## src/rtl/stepper_move_ctrl.sv

```systemverilog
// Full-step stepper move sequencer: per-move programmable step timer,
// two-phase-on coil drive and signed absolute position tracking.
module stepper_move_ctrl #(
  parameter int unsigned PERIOD_W = 24,
  parameter int unsigned STEPS_W  = 16,
  parameter bit          HOLD_EN  = 1'b1
) (
  input  logic                clk,
  input  logic                rst,
  input  logic                cmd_valid,
  output logic                cmd_ready,
  input  logic                cmd_dir,
  input  logic [STEPS_W-1:0]  cmd_steps,
  input  logic [PERIOD_W-1:0] cmd_period,
  input  logic                abort,
  input  logic                pos_clr,
  output logic [3:0]          coil,
  output logic                busy,
  output logic                done,
  output logic                aborted,
  output logic [STEPS_W-1:0]  steps_left,
  output logic [31:0]         position
);
  localparam int unsigned POS_W = 32;
  localparam logic [PERIOD_W-1:0] MIN_PERIOD = PERIOD_W'(2);

  typedef enum logic [1:0] {IDLE, RUN, DONE} state_t;

  state_t              state, state_nxt;
  logic                dir, dir_nxt;
  logic [PERIOD_W-1:0] period, period_nxt;
  logic [PERIOD_W-1:0] timer, timer_nxt;
  logic [1:0]          idx, idx_nxt;
  logic [POS_W-1:0]    position_nxt;
  logic [STEPS_W-1:0]  steps_left_nxt;
  logic                aborted_nxt;
  logic                cmd_ready_nxt, busy_nxt, done_nxt;
  logic [3:0]          coil_nxt;

  function automatic logic [3:0] phase_pattern(input logic [1:0] i);
    case (i)
      2'd0:    return 4'b0011;
      2'd1:    return 4'b0110;
      2'd2:    return 4'b1100;
      default: return 4'b1001;
    endcase
  endfunction

  // State and datapath registers
  always_ff @(posedge clk) begin
    if (!rst) begin
      state      <= IDLE;
      dir        <= 1'b0;
      period     <= '0;
      timer      <= '0;
      idx        <= 2'd0;
      position   <= '0;
      steps_left <= '0;
      aborted    <= 1'b0;
      cmd_ready  <= 1'b1;
      busy       <= 1'b0;
      done       <= 1'b0;
      coil       <= HOLD_EN ? 4'b0011 : 4'b0000;
    end else begin
      state      <= state_nxt;
      dir        <= dir_nxt;
      period     <= period_nxt;
      timer      <= timer_nxt;
      idx        <= idx_nxt;
      position   <= position_nxt;
      steps_left <= steps_left_nxt;
      aborted    <= aborted_nxt;
      cmd_ready  <= cmd_ready_nxt;
      busy       <= busy_nxt;
      done       <= done_nxt;
      coil       <= coil_nxt;
    end
  end

  // Next state, step timing and output decode
  always_comb begin
    state_nxt      = state;
    dir_nxt        = dir;
    period_nxt     = period;
    timer_nxt      = timer;
    idx_nxt        = idx;
    position_nxt   = position;
    steps_left_nxt = steps_left;
    aborted_nxt    = aborted;

    case (state)
      IDLE: begin
        if (pos_clr) position_nxt = '0;
        if (cmd_valid) begin
          dir_nxt        = cmd_dir;
          period_nxt     = (cmd_period < MIN_PERIOD) ? MIN_PERIOD : cmd_period;
          timer_nxt      = period_nxt;
          steps_left_nxt = cmd_steps;
          aborted_nxt    = 1'b0;
          state_nxt      = (cmd_steps == '0) ? DONE : RUN;
        end
      end
      RUN: begin
        // Abort wins over a coincident step
        if (abort) begin
          aborted_nxt = 1'b1;
          state_nxt   = DONE;
        end else if (timer == PERIOD_W'(1)) begin
          timer_nxt      = period;
          idx_nxt        = dir ? idx + 2'd1 : idx - 2'd1;
          position_nxt   = dir ? position + POS_W'(1) : position - POS_W'(1);
          steps_left_nxt = steps_left - STEPS_W'(1);
          if (steps_left == STEPS_W'(1)) state_nxt = DONE;
        end else begin
          timer_nxt = timer - PERIOD_W'(1);
        end
      end
      default: state_nxt = IDLE;
    endcase

    cmd_ready_nxt = (state_nxt == IDLE);
    busy_nxt      = (state_nxt == RUN);
    done_nxt      = (state_nxt == DONE);
    coil_nxt      = (HOLD_EN || state_nxt != IDLE) ? phase_pattern(idx_nxt) : 4'b0000;
  end

endmodule

```

## config.mk

```make
export PLATFORM = sky130hd
export DESIGN_NAME = stepper_move_ctrl
export DESIGN_NICKNAME = d
export VERILOG_FILES = /design/src/rtl/stepper_move_ctrl.sv
export SDC_FILE = /design/constraint.sdc
export NUM_CORES = 1
export LEC_CHECK = 0
export CORE_ASPECT_RATIO = 0.75
export CORE_UTILIZATION = 59
export DETAILED_ROUTE_END_ITERATION = 10
export DONT_BUFFER_PORTS = 1
export PLACE_DENSITY = 0.72
export SLEW_MARGIN = 15
export SYNTH_ARGS = -nofsm -noshare
export SYNTH_HDL_FRONTEND = slang
export SYNTH_SLANG_ARGS = --single-unit
```

## constraint.sdc

```tcl
create_clock -name clk -period 4.38 [get_ports clk]
set_clock_uncertainty 0.05 [all_clocks]
set_input_delay 0.219 -clock clk [delete_from_list [all_inputs] [get_ports clk]]
set_output_delay 0.219 -clock clk [all_outputs]
set_load 0.005 [all_outputs]
```

==> results.ini <==
[synth]
synth-async-reset-ratio_pct=0
yosysTopAreaCell=dfxtp_1
synthFlopType=dfxtp_1
synth_top_area_share_pct=32.6
synth_area_mm2=0.00669
yosysUniqueCellTypes=63
synth_edf_count=0
synth.avg_cell_area_um2=7.63
synth_nets=961
ys_seq_area_share_pct=32.6
netlist_instances=876
synth_seq_cells=109
yosys_warnings=0
netlist_top_cells_area=dfxtp_1, ha_1, nand2_1

[global_routing]
grt_overflow=0
grt_pass1_vias=5820
grt_max_degree=42
grt_pass1_wl_um=28200
grt.total_usage_pct=29.6
antenna_found_initial=0

[outcome]
outcome=complete, but fails checks
violations=DRC

[sta]
slew_headroom_pct=41.3
tightest_slew_ns=0.881
period_needed_ns=3.63
finalMaxSlewViolations=0
fmax_mhz=276
fin_crit_sh_pct=82.9
setup_viol=0
fin_tns_setup_ns=0
rsz0062_at_grt=false
hold_violations=0

[detailed_routing]
antenna_left=0
num_vias=6374
drt_iter0_drc=455
dr.pass1.iters=8
finalWirelength_um=17200
avgRoutedWirePerCell_um=16.9
remaining_drc_errors=22
via_per_inst=6.24

[die]
core.rowCount=33
fp.dieArea_mm2=0.0118
initial_utilization_pct=60.9
core_mm2=0.0110
pin_count=102
dieHeight_um=94.2
die_x_um=125

[setup_path]
startpoint_type=flop
endpoint_kind=flop
ff2ff_path_depth=11
r2r-start=dir
cp.arrival_ns=3.80
critPathMaxFanout=15
r2r_setup_slack_ns=0.75
path_class=flop to flop
r2r-end=position[29]
cp.required_ns=4.55

[finish]
layout_commonest_cell=nand2_1
syn_to_final_growth_pct=9.37
antenna_cells=0
layout_common_cells=nand2_1, dfxtp_1, nor2_1, a21oi_1, o21ai_0
drive_gt1_share_pct=4.65
fin_nets=962
fin_util_pct=66.6
stdcell_area_mm2=0.00731

[placed_design]
hpwlAfterDp_um=11900
port_buffers=0
dpl-instance-area_mm2=0.00676
gp_congestion=0.901

[power]
ir_worst_vdd_mv=0.206
p_total_w=0.00247
power_density_mw_per_mm2=338
p_leak_nw=3.09

[clock_network]
worstSkewPairLatency_ns=0.35
cts_setup_buffers=0
cts_sinks=109
numCtsBuffers=9
clk_path_buf_depth=2
clk_transition_reported_paths_ns=0.07
cts_root_buffer=clkbuf_16
htreeDepth=3
cts_tree=yes

[min_path]
holdCritStartpoint=cmd_period[19]
holdPathStages=2
hold_path_end=timer[19]
hp-class=primary input to flop

[run]
cap_viol_max_count=0

## power breakdown
part	internal (W)	switching, W	total, W
clock network	0.000473	0.000355	0.000828
logic	0.000205	0.000313	0.000517
registers	0.00105	0.0000725	0.00112
total	0.00173	0.000740	0.00247
## layout make-up
class	instances	area, um^2
Clock buffer	14	264
Fill cell	941	3670
Timing Repair Buffer	36	330
Inverter	23	86.3
Tap cell	140	175
Sequential cell	109	2180
Multi-Input combinational cell	698	4250
Clock inverter	1	30.0
## repair_timing
| action | in CTS | in global routing |
|---|---|---|
| gates resized for setup | 0 | 0 |
| endpoints found under the hold margin | 62 | 0 |
| hold buffers | 26 | 0 |
| setup endpoints to repair | 0 | 0 |
## stage by stage
| stage | setup slack (ns) | cells | hold slack [ns] |
|---|---|---|---|
| 3_3_place_gp | 0.899 | 980 | 0.258 |
| 3_5_place_dp | 0.778 | 980 | 0.257 |
| 5_1_grt | 0.369 | 1021 | 0.0262 |
| 4_1_cts | 0.760 | 1021 | 0.0124 |
| 2_1_floorplan | 1.17 | 876 | 0.285 |
| 6_report | 0.751 | 1021 | 0.0240 |
## cell usage after synthesis (5+ instances only)
cell        n
a211oi_1   24
a21o_1     15
a21oi_1    79
a22oi_1    16
a311oi_1    5
a31oi_1     8
and2_1     10
clkbuf_1   39
dfxtp_1   109
ha_1       38
inv_1      23
nand2_1   120
nand3_1    23
nand4_1     6
nor2_1    107
nor2b_1     6
nor3_1     25
nor3b_1     5
nor4_1     20
o211a_1    11
o211ai_1    9
o21ai_0    50
o21bai_1    8
o311ai_0    5
xnor2_1    30
xor2_1     17
## how the worst max path moves through the flow
stage / start / endpoint / slack [ns] / cells past startpoint
after global routing: dir / position[29] / 0.37 / 12
after CTS: dir / position[29] / 0.76 / 12
after floorplan: dir / position[29] / 1.17 / 11
after global placement: dir / position[29] / 0.90 / 12
after detailed placement: dir / position[29] / 0.78 / 12
final: dir / position[29] / 0.75 / 11
## cells by family (layout without fill, tap and decap cells)
group | Yosys count | count (layout) | synth area share, %
AO/OA/AOI/OAI | 267 | 267 | 25.9
flip-flops | 109 | 109 | 32.6
XOR/XNOR | 47 | 47 | 6.16
adder cells (fa/ha/maj) | 39 | 39 | 7.41
AND/OR/NAND/NOR | 344 | 344 | 23.7
multiplexers | 1 | 1 | 0.150
buffers and inverters | 69 | 74 | 4.06
## critical path, stage by stage, from the launching register on
cell and delay, ns:
dfxtp_1 0.36, inv_1 0.43, ha_1 0.35, a211oi_1 0.34
o21ai_0 0.19, a31oi_1 0.42, nor3_1 0.15, nor3b_1 0.42
o21ai_1 0.20, a221oi_1 0.33, xor2_1 0.19, o21ai_1 0.07
## per-layer routing
layer / vias up / share of wire, % / GRT usage, %
met4: 0 / 0.94 / 7.11
met5: - / 0 / 0
met1: 2969 / 48 / 40.4
met3: 20 / 8.0 / 7.23
met2: 231 / 43 / 47.1
li1: 3154 / - / -
## state kept, by name, summed over array words and instances, names as in the netlist
| register | count |
|---|---|
| position | 32 |
| period | 24 |
| timer | 24 |
| steps_left | 16 |
| coil | 4 |
| idx | 2 |
| state | 2 |
| aborted | 1 |
| busy | 1 |
| cmd_ready | 1 |
| dir | 1 |
| done | 1 |
(Power assumes the default switching activity.)
